==> config.mk <==
export PLATFORM = sky130hd
export DESIGN_NAME = nonrestoring_divider_seq_flat
export DESIGN_NICKNAME = d
export VERILOG_FILES = /design/src/rtl/nonrestoring_divider_seq_pkg.sv /design/src/rtl/nonrestoring_divider_seq_if.sv /design/src/rtl/nonrestoring_divider_seq_cas_row.sv /design/src/rtl/nonrestoring_divider_seq.sv /design/src/flat_wrapper.sv
export SDC_FILE = /design/constraint.sdc
export NUM_CORES = 1
export LEC_CHECK = 0
export ABC_AREA = 0
export CORE_MARGIN = 8
export CORE_UTILIZATION = 30
export CTS_CLUSTER_DIAMETER = 120
export DETAILED_ROUTE_END_ITERATION = 16
export HOLD_SLACK_MARGIN = 0.1
export SLEW_MARGIN = 10
export SYNTH_ARGS = -nofsm -noshare
export SYNTH_HDL_FRONTEND = slang
export SYNTH_SLANG_ARGS = --single-unit
==> constraint.sdc <==
create_clock -name clk -period 7.54 [get_ports clk]
set_input_delay 1.508 -clock clk [delete_from_list [all_inputs] [get_ports clk]]
set_output_delay 1.508 -clock clk [all_outputs]
set_load 0.005 [all_outputs]
==> src/rtl/nonrestoring_divider_seq_pkg.sv <==
// Shared definitions for the sequential non-restoring divider: FSM encodings,
// debug record and the sign-bit index helper.
package nonrestoring_divider_seq_pkg;

   typedef enum logic [1:0] {
      IDLE = 2'd0,
      RUN  = 2'd1,
      FIX  = 2'd2
   } state_e;

   typedef struct packed {
      state_e state;
      logic   row_cout;
   } dbg_t;

   // The partial remainder is WIDTH+1 bits wide, so its sign lives at index WIDTH.
   function automatic int sign_idx(input int width);
      return width;
   endfunction

endpackage

==> src/rtl/nonrestoring_divider_seq_if.sv <==
// Start/busy/done handshake and operand/result bus of the divider.
// start is sampled only while the divider is idle; done is a one-cycle pulse
// qualifying quotient/remainder/div_by_zero, which hold until the next result.
interface nonrestoring_divider_seq_if #(
   parameter int WIDTH = 8
);
   logic             start;
   logic [WIDTH-1:0] dividend;
   logic [WIDTH-1:0] divisor;
   logic             busy;
   logic             done;
   logic [WIDTH-1:0] quotient;
   logic [WIDTH-1:0] remainder;
   logic             div_by_zero;

   modport master (
      output start, dividend, divisor,
      input  busy, done, quotient, remainder, div_by_zero
   );

   modport slave (
      input  start, dividend, divisor,
      output busy, done, quotient, remainder, div_by_zero
   );
endinterface

==> src/rtl/nonrestoring_divider_seq_cas_row.sv <==
// One row of controlled add/subtract cells: p_o = p_i - d_i when sub_i, else p_i + d_i.
// Subtraction inverts d and injects sub_i as the carry into bit 0.
module nonrestoring_divider_seq_cas_row #(
   parameter int WIDTH = 8
) (
   input  logic [WIDTH:0] p_i,
   input  logic [WIDTH:0] d_i,
   input  logic           sub_i,
   output logic [WIDTH:0] p_o,
   output logic           carry_o
);

   logic [WIDTH+1:0] c;

   assign c[0] = sub_i;

   for (genvar i = 0; i <= WIDTH; i++) begin : g_cell
      logic b;
      assign b        = d_i[i] ^ sub_i;
      assign p_o[i]   = p_i[i] ^ b ^ c[i];
      assign c[i+1]   = (p_i[i] & b) | (c[i] & (p_i[i] ^ b));
   end

   assign carry_o = c[WIDTH+1];

endmodule

==> src/rtl/nonrestoring_divider_seq.sv <==
// Sequential unsigned non-restoring divider, one add/subtract row per clock.
// Optional macro DIV_ZERO_DETECT_EN: zero divisor answers in one cycle without running.
module nonrestoring_divider_seq
   import nonrestoring_divider_seq_pkg::*;
#(
   parameter int WIDTH = 8
) (
   input  logic                        clk,
   input  logic                        rst,
   nonrestoring_divider_seq_if.slave   bus,
   output dbg_t                        dbg_o
);

   localparam int SIGN  = sign_idx(WIDTH);
   localparam int CNT_W = $clog2(WIDTH + 1);
   localparam logic [CNT_W-1:0] LAST = CNT_W'(WIDTH - 1);

   state_e             state_q;
   logic [WIDTH:0]     p_q;
   logic [WIDTH-1:0]   a_q;
   logic [WIDTH:0]     d_q;
   logic [CNT_W-1:0]   count_q;
   logic               busy_q;
   logic               done_q;
   logic [WIDTH-1:0]   quotient_q;
   logic [WIDTH-1:0]   remainder_q;
   logic               dbz_q;

   logic [WIDTH:0]     row_in;
   logic               row_sub;
   logic [WIDTH:0]     p_d;
   logic               row_cout;
   logic [WIDTH:0]     p_fix_d;

   // RUN feeds the shifted remainder and picks add/sub from the old sign;
   // FIX reuses the same row as a plain adder to restore a negative remainder.
   assign row_in  = (state_q == FIX) ? p_q : {p_q[WIDTH-1:0], a_q[WIDTH-1]};
   assign row_sub = (state_q == RUN) ? ~p_q[SIGN] : 1'b0;
   assign p_fix_d = p_q[SIGN] ? p_d : p_q;

   nonrestoring_divider_seq_cas_row #(.WIDTH(WIDTH)) u_row (
      .p_i     (row_in),
      .d_i     (d_q),
      .sub_i   (row_sub),
      .p_o     (p_d),
      .carry_o (row_cout)
   );

   always_ff @(posedge clk) begin
      if (rst) begin
         state_q     <= IDLE;
         p_q         <= '0;
         a_q         <= '0;
         d_q         <= '0;
         count_q     <= '0;
         busy_q      <= 1'b0;
         done_q      <= 1'b0;
         quotient_q  <= '0;
         remainder_q <= '0;
         dbz_q       <= 1'b0;
      end else begin
         done_q <= 1'b0;
         case (state_q)
            IDLE: begin
               if (bus.start) begin
                  d_q     <= {1'b0, bus.divisor};
                  count_q <= '0;
`ifdef DIV_ZERO_DETECT_EN
                  if (bus.divisor == '0) begin
                     // Preload the known answer; FIX then publishes it unchanged.
                     p_q     <= {1'b0, bus.dividend};
                     a_q     <= '1;
                     state_q <= FIX;
                  end else begin
                     p_q     <= '0;
                     a_q     <= bus.dividend;
                     busy_q  <= 1'b1;
                     state_q <= RUN;
                  end
`else
                  p_q     <= '0;
                  a_q     <= bus.dividend;
                  busy_q  <= 1'b1;
                  state_q <= RUN;
`endif
               end
            end
            RUN: begin
               p_q     <= p_d;
               a_q     <= {a_q[WIDTH-2:0], ~p_d[SIGN]};
               count_q <= count_q + CNT_W'(1);
               if (count_q == LAST) begin
                  busy_q  <= 1'b0;
                  state_q <= FIX;
               end
            end
            FIX: begin
               p_q         <= p_fix_d;
               quotient_q  <= a_q;
               remainder_q <= p_fix_d[WIDTH-1:0];
               dbz_q       <= (d_q == '0);
               done_q      <= 1'b1;
               state_q     <= IDLE;
            end
            default: state_q <= IDLE;
         endcase
      end
   end

   assign bus.busy        = busy_q;
   assign bus.done        = done_q;
   assign bus.quotient    = quotient_q;
   assign bus.remainder   = remainder_q;
   assign bus.div_by_zero = dbz_q;

   assign dbg_o.state    = state_q;
   assign dbg_o.row_cout = row_cout;

endmodule
==> src/flat_wrapper.sv <==
// flat-port wrapper written by rule: the top's interface ports become plain ports
module nonrestoring_divider_seq_flat import nonrestoring_divider_seq_pkg::*;
#(
   parameter int WIDTH = 8
)
  (clk, rst, dbg_o, bus_start, bus_dividend, bus_divisor, bus_busy, bus_done, bus_quotient, bus_remainder, bus_div_by_zero);
  nonrestoring_divider_seq_if #(.WIDTH(WIDTH)) bus_i ();
  input  logic clk;
  input  logic rst;
  output dbg_t dbg_o;
  input wire logic [$bits(bus_i.start)-1:0] bus_start;
  input wire logic [$bits(bus_i.dividend)-1:0] bus_dividend;
  input wire logic [$bits(bus_i.divisor)-1:0] bus_divisor;
  output wire logic [$bits(bus_i.busy)-1:0] bus_busy;
  output wire logic [$bits(bus_i.done)-1:0] bus_done;
  output wire logic [$bits(bus_i.quotient)-1:0] bus_quotient;
  output wire logic [$bits(bus_i.remainder)-1:0] bus_remainder;
  output wire logic [$bits(bus_i.div_by_zero)-1:0] bus_div_by_zero;
  assign bus_i.start = bus_start;
  assign bus_i.dividend = bus_dividend;
  assign bus_i.divisor = bus_divisor;
  assign bus_busy = bus_i.busy;
  assign bus_done = bus_i.done;
  assign bus_quotient = bus_i.quotient;
  assign bus_remainder = bus_i.remainder;
  assign bus_div_by_zero = bus_i.div_by_zero;
  nonrestoring_divider_seq #(.WIDTH(WIDTH)) u_core (.clk(clk), .rst(rst), .bus(bus_i), .dbg_o(dbg_o));
endmodule
==> out/qor_table.md, run 1 <==
| Stage | Result | Reported |
| --- | --- | --- |
| drt | Final ANT Viol Nets | 0 |
| synthesis | Mapped cell area | 0.00257 mm2 |
| global route | First-pass GRT wire length | 9740 um |
| synthesis | Fraction of the mapped netlist area in compound gates | 14.8% |
| timing | Crit share post-route | 83.6% |
| cts | Worst-skew pair later-pin latency | 0.31 ns |
| timing | Min Clock Period, post-route | 6.31 ns |
| timing | Hold Slack | 0.479 ns |
| timing | Setup repair after global routing missed its margin | false |
| layout | Count of inserted antenna diode cells | 0 |
| synthesis | Syn_nets | 309 |
| synthesis | Post-Synth Simple-Gate Area | 14.7% |
| layout | Layout overhead on the synthesized area | 21.1% |
| drt | Number of vias after detailed routing | 2017 |
| die | Die W | 109 um |
| timing | Worst setup skew after layout | 0.00973 ns |
| placement | Post-detailed-placement half-perimeter wirelength | 4210 um |
| die | Height of the chip | 109 um |
| cts | Postcts setup bufs | 0 |
| layout | Layout cells sized above 1 | 7.87% |
| synthesis | Leading cell types by total area after synthesis | sky130_fd_sc_hd__dfxtp_1 39%, sky130_fd_sc_hd__mux2i_1 11%, sky130_fd_sc_hd__fa_1 6.2%, sky130_fd_sc_hd__nor2_1 5.4%, sky130_fd_sc_hd__a211oi_1 4.7% |
| placement | Buffers on Ports | 40 |
| global route | Number of antenna violations at the first check in global routing | 0 |
| critical path | Data arrival time at the worst-slack endpoint | 4.80 ns |
| timing | Relative slew slack | 47.4% |
| synthesis | Post-synth top flop | sky130_fd_sc_hd__dfxtp_1 |
| layout | Nets | 338 |
| synthesis | Main combinational cell family by area after synthesis | compound AO/OA/AOI/OAI gates |
| synthesis | Cells after Synth | 276 |
| power | Pwr per Cell Area | 199 mW/mm2 |
| global route | Pin count of the biggest net entering global routing | 51 |
| synthesis | Warning count from the yosys run | 0 |
| job | Max cap viols | 0 |
| layout | Number of filler instances in the final layout | 851 |
| timing | Peak Freq | 159 MHz |
| cts | CTS tree | done |
| synthesis | Async SR Flop Fraction | 0% |
| global route | GR Overflow Total | 0 |
| drt | Drt pass-1 iters | 6 |
| die | Area inside the core boundary | 0.00826 mm2 |
| synthesis | Library cell with the largest summed area after synthesis | sky130_fd_sc_hd__dfxtp_1 |
| cts | Clock sink count | 50 |
| run status | Result of the run | finished, final reports clean |
| power | Static Leakage | 1.06 nW |
| synthesis | Number of enable-type register cells in the synthesized netlist | 0 |
| drt | Number of design rule violations left after detail routing | 0 |
| critical path | Endpoint kind of the worst setup timing path | output port |
| critical path | Startpoint type of the worst setup path | flop |
| timing | Worst Tran Pin Value | 0.786 ns |
| timing | Worst Setup Slack, final | 1.23 ns |
| timing | Total count of hold-check failures in the final report | 0 |
| cts | Number of cells upsized or downsized after cts | 0 |
| synthesis | Top-area cell type share of the netlist area | 39.0% |
| drt | Routed wire length per instance | 14.4 um |
| placement | Post-placement setup slack | 1.58 ns |
| die | Initial core utilization | 31.1% |
| power | Peak VDD IR | 0.0000967 V |
| drt | Drt first-iter violations | 91 |
| global route | Overall global routing resource usage | 10.4% |
| die | IO Count | 41 |
| layout | Final core utilization | 37.6% |
| synthesis | Synth Area in XOR/XNOR | 3.41% |
| timing | Final count of pins violating max slew | 0 |
| synthesis | Arithmetic-cell share of the synthesized area counting full adders, half adders and majority gates | 9.16% |
| critical path | Type of the worst setup path | flop to output port |
| drt | Number of vias per cell | 4.92 |
| power | Total power consumption of the routed design | 619 uW |
| synthesis | FF+latch count, synth | 50 |
| worst hold path | Hold crit path type | flop to flop |
| cts | Reg clk slew, reported paths | 0.10 ns |
| die | Std-Cell Rows | 33 |
| timing | Count of endpoints failing setup in the final report | 0 |
| synthesis | Sequential-to-total area share from yosys stat | 39.0% |
| synthesis | Most repeated cell in the gate-level netlist after synthesis | sky130_fd_sc_hd__dfxtp_1 |
| critical path | Worst-path fanout max | 14 |
| critical path | CP required | 6.03 ns |
| cts | Root Buffer Master | sky130_fd_sc_hd__clkbuf_8 |
| global route | Number of global-route vias before repair | 1920 |
| layout | Area of all sequential standard cells | 0.00100 mm2 |
| placement | Placer Congestion | 0.796 |
| synthesis | Number of distinct library cells after synthesis | 41 |
| cts | Number of hold buffers added after cts | 0 |
| synthesis | Top cells by count, synth | 50 x sky130_fd_sc_hd__dfxtp_1, 37 x sky130_fd_sc_hd__nor2_1, 28 x sky130_fd_sc_hd__mux2i_1, 21 x sky130_fd_sc_hd__a21oi_1, 19 x sky130_fd_sc_hd__nand2_1 |
| cts | CTS buffer count | 5 |
| die | Die Outline Area | 0.0118 mm2 |
| synthesis | Post-synthesis average cell area | 9.30 um2 |
| drt | Routed wire length | 5890 um |
| timing | Final setup TNS | 0 ns |
| cts | Number of buffers on the longest clock path | 2 |
| synthesis | Post-synthesis mux area share | 14.0% |
| layout | Multi-input gate area | 0.00144 mm2 |
| cts | Total number of H-tree levels | 2 |
-- worst max-delay path, cell delays in order (launching register included) --
cell                              delay (ns)
sky130_fd_sc_hd__dfxtp_1                0.71
sky130_fd_sc_hd__inv_1                  0.17
sky130_fd_sc_hd__nand2_1                0.38
sky130_fd_sc_hd__o21ai_0                0.20
sky130_fd_sc_hd__fa_1                   0.40
sky130_fd_sc_hd__fa_1                   0.39
sky130_fd_sc_hd__fa_1                   0.39
sky130_fd_sc_hd__fa_1                   0.39
sky130_fd_sc_hd__fa_1                   0.36
sky130_fd_sc_hd__inv_1                  0.08
sky130_fd_sc_hd__fa_1                   0.19
sky130_fd_sc_hd__fa_1                   0.20
sky130_fd_sc_hd__fa_1                   0.17
sky130_fd_sc_hd__inv_1                  0.05
sky130_fd_sc_hd__clkdlybuf4s50_1        0.44
-- logic make-up after synthesis --
family | after synthesis
AO/OA/AOI/OAI | 57
XOR/XNOR | 10
adder cells (fa/ha/maj) | 14
buffers and inverters | 29
flip-flops | 50
multiplexers | 35
AND/OR/NAND/NOR | 81
-- cells in the final DEF (no fill, tap or decap), drive strengths merged, types with 2 or more instances in the layout --
cell type	instances
nor4	2
ha	6
mux2i	28
clkbuf	5
nand2b	2
buf	3
a21oi	22
inv	9
mux2	7
a22oi	5
fa	8
or2	2
nor2	37
clkdlybuf4s50	40
nor2b	2
a32o	2
nand3	12
o21ai	4
xnor2	6
dfxtp	50
a211oi	16
nand2	19
xor2	4
-- registers in the layout, indices dropped and copies added (netlist names) --
signal                  count
u_core.bus.busy             1
u_core.state_q              2
u_core.a_q                  8
u_core.bus.remainder        8
u_core.count_q              4
u_core.d_q                  8
u_core.bus.div_by_zero      1
u_core.bus.done             1
u_core.p_q                  9
u_core.bus.quotient         8
-- stage by stage --
stage	cells	cell area, um2
floorplan	276	2570
global placement	403	3030
detailed placement	403	3030
CTS	410	3110
global route	410	3110
finish	410	3110
-- layout make-up --
type / instances / area share (%)
clock inverter: 2 / 0.443
timing repair buffer: 43 / 13.6
inverter: 8 / 0.966
multi-input combinational: 197 / 46.3
sequential: 50 / 32.2
tap: 105 / 4.23
clock buffer: 5 / 2.21
-- where the power goes --
| part | total, mW | switching, mW | leakage, nW | internal (mW) |
|---|---|---|---|---|
| registers | 0.301 | 0.0174 | 0.407 | 0.283 |
| clock network | 0.157 | 0.0930 | 0.0444 | 0.0644 |
| logic | 0.160 | 0.0861 | 0.613 | 0.0744 |
| total | 0.619 | 0.197 | 1.06 | 0.422 |
-- final timing paths --
check / endpoint / slack (ns) / from / cells after the start
setup / recovery: dbg_o[0] / 1.23 / u_core.p_q[8] / 14
hold reg to reg: u_core.bus.div_by_zero / 0.48 / u_core.bus.div_by_zero / 2
setup reg to reg: u_core.p_q[8] / 2.46 / u_core.p_q[8] / 14
hold / removal: u_core.bus.div_by_zero / 0.48 / u_core.bus.div_by_zero / 2
-- metal layers --
metal  GRT usage, %  vias up  wire length, um  part of all wire (%)
met3           2.86        6              316                   5.4
met1           14.5      947             3000                    51
met2           14.9       41             2520                    43
met4           3.52        0               59                   1.0
met5              0        -                0                     0
li1               -     1023                -                     -
Note: power is estimated with default switching activity, not from simulation.
==> run 2: changes to the inputs <==
==> constraint.sdc (replaced) <==
create_clock -name clk -period 6.3 [get_ports clk]
set_input_delay 1.26 -clock clk [delete_from_list [all_inputs] [get_ports clk]]
set_output_delay 1.26 -clock clk [all_outputs]
set_load 0.005 [all_outputs]
==> out/qor_table.md, run 2 (same netlist as run 1, synthesis figures left out) <==
| Stage | Result | Reported | Change |
| --- | --- | --- | --- |
| run status | Result of the run | finished, final reports clean | unchanged |
| layout | Layout overhead on the synthesized area | 23.0% | was 21.1% |
| layout | Area of all sequential standard cells | 0.00100 mm2 | unchanged |
| global route | Overall global routing resource usage | 10.3% | was 10.4% |
| placement | Post-detailed-placement half-perimeter wirelength | 4310 um | was 4210 um |
| cts | CTS tree | done | unchanged |
| power | Static Leakage | 1.09 nW | was 1.06 nW |
| timing | Relative slew slack | 37.2% | was 47.4% |
| cts | Reg clk slew, reported paths | 0.10 ns | about the same |
| drt | Drt pass-1 iters | 4 | was 6 |
| critical path | Type of the worst setup path | flop to output port | unchanged |
| job | Max cap viols | 0 | unchanged |
| drt | Number of design rule violations left after detail routing | 0 | unchanged |
| critical path | Category of cells accounting for the largest share of critical-path delay | adder cells | unchanged |
| power | Total power consumption of the routed design | 788 uW | was 619 uW |
| worst hold path | Endpoint of the worst hold-timing path | u_core.d_q[7] | was u_core.bus.div_by_zero |
| drt | Number of vias after detailed routing | 1986 | was 2017 |
| placement | Placer Congestion | 0.778 | was 0.796 |
| timing | Worst Tran Pin Value | 0.938 ns | was 0.786 ns |
| cts | CTS buffer count | 5 | unchanged |
| timing | Total count of hold-check failures in the final report | 0 | unchanged |
| cts | Total number of H-tree levels | 2 | unchanged |
| layout | Biggest register | u_core.p_q | unchanged |
| critical path | Reg2Reg Setup Slack | 1.32 ns | was 2.46 ns |
| worst hold path | Hold crit path type | flop to flop | unchanged |
| worst hold path | Cell depth of the worst min-delay path | 2 | unchanged |
| critical path | Logic depth of the worst register-to-register path | 15 | was 14 |
| cts | Number of cells upsized or downsized after cts | 0 | unchanged |
| global route | Number of antenna violations at the first check in global routing | 0 | unchanged |
| timing | Final setup TNS | 0 ns | unchanged |
| timing | Min Clock Period, post-route | 5.97 ns |  |
| cts | Number of hold buffers added after cts | 0 | unchanged |
| die | Std-Cell Rows | 33 | unchanged |
| global route | Number of global-route vias before repair | 1964 | was 1920 |
| global route | Pin count of the biggest net entering global routing | 28 | was 51 |
| cts | Worst-skew pair later-pin latency | 0.31 ns | about the same |
| layout | Most frequent cells in the layout | 50 x sky130_fd_sc_hd__dfxtp_1, 40 x sky130_fd_sc_hd__clkdlybuf4s50_1, 37 x sky130_fd_sc_hd__nor2_1, 28 x sky130_fd_sc_hd__mux2i_1, 21 x sky130_fd_sc_hd__a21oi_1 | unchanged |
| timing | Hold Slack | 0.489 ns | was 0.479 ns |
| timing | Worst setup skew after layout | 0.00951 ns | was 0.00973 ns |
| power | Pwr per Cell Area | 250 mW/mm2 | was 199 mW/mm2 |
| drt | Final ANT Viol Nets | 0 | unchanged |
| critical path | RR Endpoint | u_core.p_q[8] | unchanged |
| critical path | Startpoint type of the worst setup path | flop | unchanged |
| critical path | Ordered cell list for the critical path | inv_1, ha_1, buf_4, mux2_2, fa_1, fa_1, fa_1, fa_1, fa_1, inv_1, fa_1, fa_1, fa_1, inv_1, clkdlybuf4s50_1 | was inv_1, nand2_1, o21ai_0, fa_1, fa_1, fa_1, fa_1, fa_1, inv_1, fa_1, fa_1, fa_1, inv_1, clkdlybuf4s50_1 |
| layout | Nets | 340 | was 338 |
| critical path | Endpoint kind of the worst setup timing path | output port | unchanged |
| drt | Routed wire length | 5880 um | was 5890 um |
| critical path | Cell type with the highest occurrence count on the critical path | sky130_fd_sc_hd__fa_1 | unchanged |
| die | IO Count | 41 | unchanged |
| critical path | Worst-path fanout max | 19 | was 14 |
| timing | Final count of pins violating max slew | 0 | unchanged |
| timing | Peak Freq | 168 MHz |  |
| cts | Root Buffer Master | sky130_fd_sc_hd__clkbuf_8 | unchanged |
| critical path | Max incr delay on CP | 0.44 ns | was 0.71 ns |
| drt | Number of vias per cell | 4.81 | was 4.92 |
| die | Height of the chip | 109 um | unchanged |
| timing | Crit share post-route | 94.8% |  |
| drt | Drt first-iter violations | 60 | was 91 |
| layout | Max reg flops | 9 | unchanged |
| layout | Layout cells sized above 1 | 8.77% | was 7.87% |
| critical path | CP Buf/Inv Count | 5 | was 4 |
| drt | Routed wire length per instance | 14.2 um | was 14.4 um |
| timing | Setup repair after global routing missed its margin | false | unchanged |
| layout | Count of inserted antenna diode cells | 0 | unchanged |
| layout | Most common library cell in the layout ignoring fill and taps | sky130_fd_sc_hd__dfxtp_1 | unchanged |
| die | Area inside the core boundary | 0.00826 mm2 | unchanged |
| timing | Count of endpoints failing setup in the final report | 0 | unchanged |
| cts | Postcts setup bufs | 0 | unchanged |
| die | Die Outline Area | 0.0118 mm2 | unchanged |
| global route | First-pass GRT wire length | 9820 um | was 9740 um |
| critical path | CP required | 5.04 ns | was 6.03 ns |
| layout | Multi-input gate area | 0.00144 mm2 | unchanged |
| die | Die W | 109 um | unchanged |
| critical path | Data arrival time at the worst-slack endpoint | 4.71 ns | was 4.80 ns |
| power | Peak VDD IR | 0.000146 V | was 0.0000967 V |
| cts | Clock sink count | 50 | unchanged |
| die | Initial core utilization | 31.1% | unchanged |
| global route | GR Overflow Total | 0 | unchanged |
| layout | Number of filler instances in the final layout | 853 | was 851 |
| worst hold path | Launch instance of the worst min-delay path | u_core.d_q[7] | was u_core.bus.div_by_zero |
| cts | Number of buffers on the longest clock path | 2 | unchanged |
| placement | Buffers on Ports | 40 | unchanged |
| critical path | Start of the worst register-to-register path | u_core.state_q[0] | was u_core.p_q[8] |
| critical path | Cell at the slowest stage of the critical path | sky130_fd_sc_hd__clkdlybuf4s50_1 | was sky130_fd_sc_hd__dfxtp_1 |
run 2: worst register-to-register path: stages, from the launching register on:
cell and delay, ns:
sky130_fd_sc_hd__dfxtp_1 0.38, sky130_fd_sc_hd__inv_1 0.11, sky130_fd_sc_hd__ha_1 0.20, sky130_fd_sc_hd__buf_4 0.25
sky130_fd_sc_hd__mux2_2 0.38, sky130_fd_sc_hd__fa_1 0.44, sky130_fd_sc_hd__fa_1 0.39, sky130_fd_sc_hd__fa_1 0.39
sky130_fd_sc_hd__fa_1 0.39, sky130_fd_sc_hd__fa_1 0.37, sky130_fd_sc_hd__inv_1 0.07, sky130_fd_sc_hd__fa_1 0.19
sky130_fd_sc_hd__fa_1 0.20, sky130_fd_sc_hd__fa_1 0.47, sky130_fd_sc_hd__or4b_4 0.56, sky130_fd_sc_hd__a21oi_2 0.13
run 2: routing by layer:
metal	global-route usage [%]	vias up	part of all wire (%)
met5	0	-	0
met2	14.7	38	42
li1	-	1023	-
met4	2.93	0	1.1
met3	3.09	8	6.0
met1	14.5	917	51
run 2: through the flow:
stage                     area, um2  utilization (%)  cells  worst slack (ns)
after floorplan                2570                -    276             0.939
after global placement         3040             36.8    405             0.759
after detailed placement       3040             36.8    405             0.673
after CTS                      3160             38.2    413             0.308
after global routing           3160             38.2    413            0.0822
final                          3160             38.2    413             0.331
run 2: worst max-delay path by stage:
stage / from / endpoint / slack, ns / cells after the start
2_1_floorplan: u_core.state_q[0] / dbg_o[0] / 0.94 / 16
3_3_place_gp: u_core.state_q[0] / dbg_o[0] / 0.76 / 15
3_5_place_dp: u_core.state_q[0] / dbg_o[0] / 0.67 / 15
4_1_cts: u_core.state_q[0] / dbg_o[0] / 0.31 / 15
5_1_grt: u_core.state_q[0] / dbg_o[0] / 0.08 / 15
6_report: u_core.state_q[0] / dbg_o[0] / 0.33 / 15
run 2: layout make-up:
class | instances | area share [%]
multi-input cells | 197 | 45.6
flip-flops and latches | 50 | 31.7
repair buffers | 45 | 13.9
well taps | 105 | 4.16
clock buffers | 5 | 2.18
clock inverters | 3 | 1.51
inverters | 8 | 0.951
run 2: power by group:
group          internal, mW  switching [mW]  leakage, nW  total [mW]
sequential            0.339          0.0205        0.407       0.360
combinational        0.0897           0.104        0.623       0.193
clock                 0.121           0.115       0.0587       0.235
total                 0.550           0.239         1.09       0.788
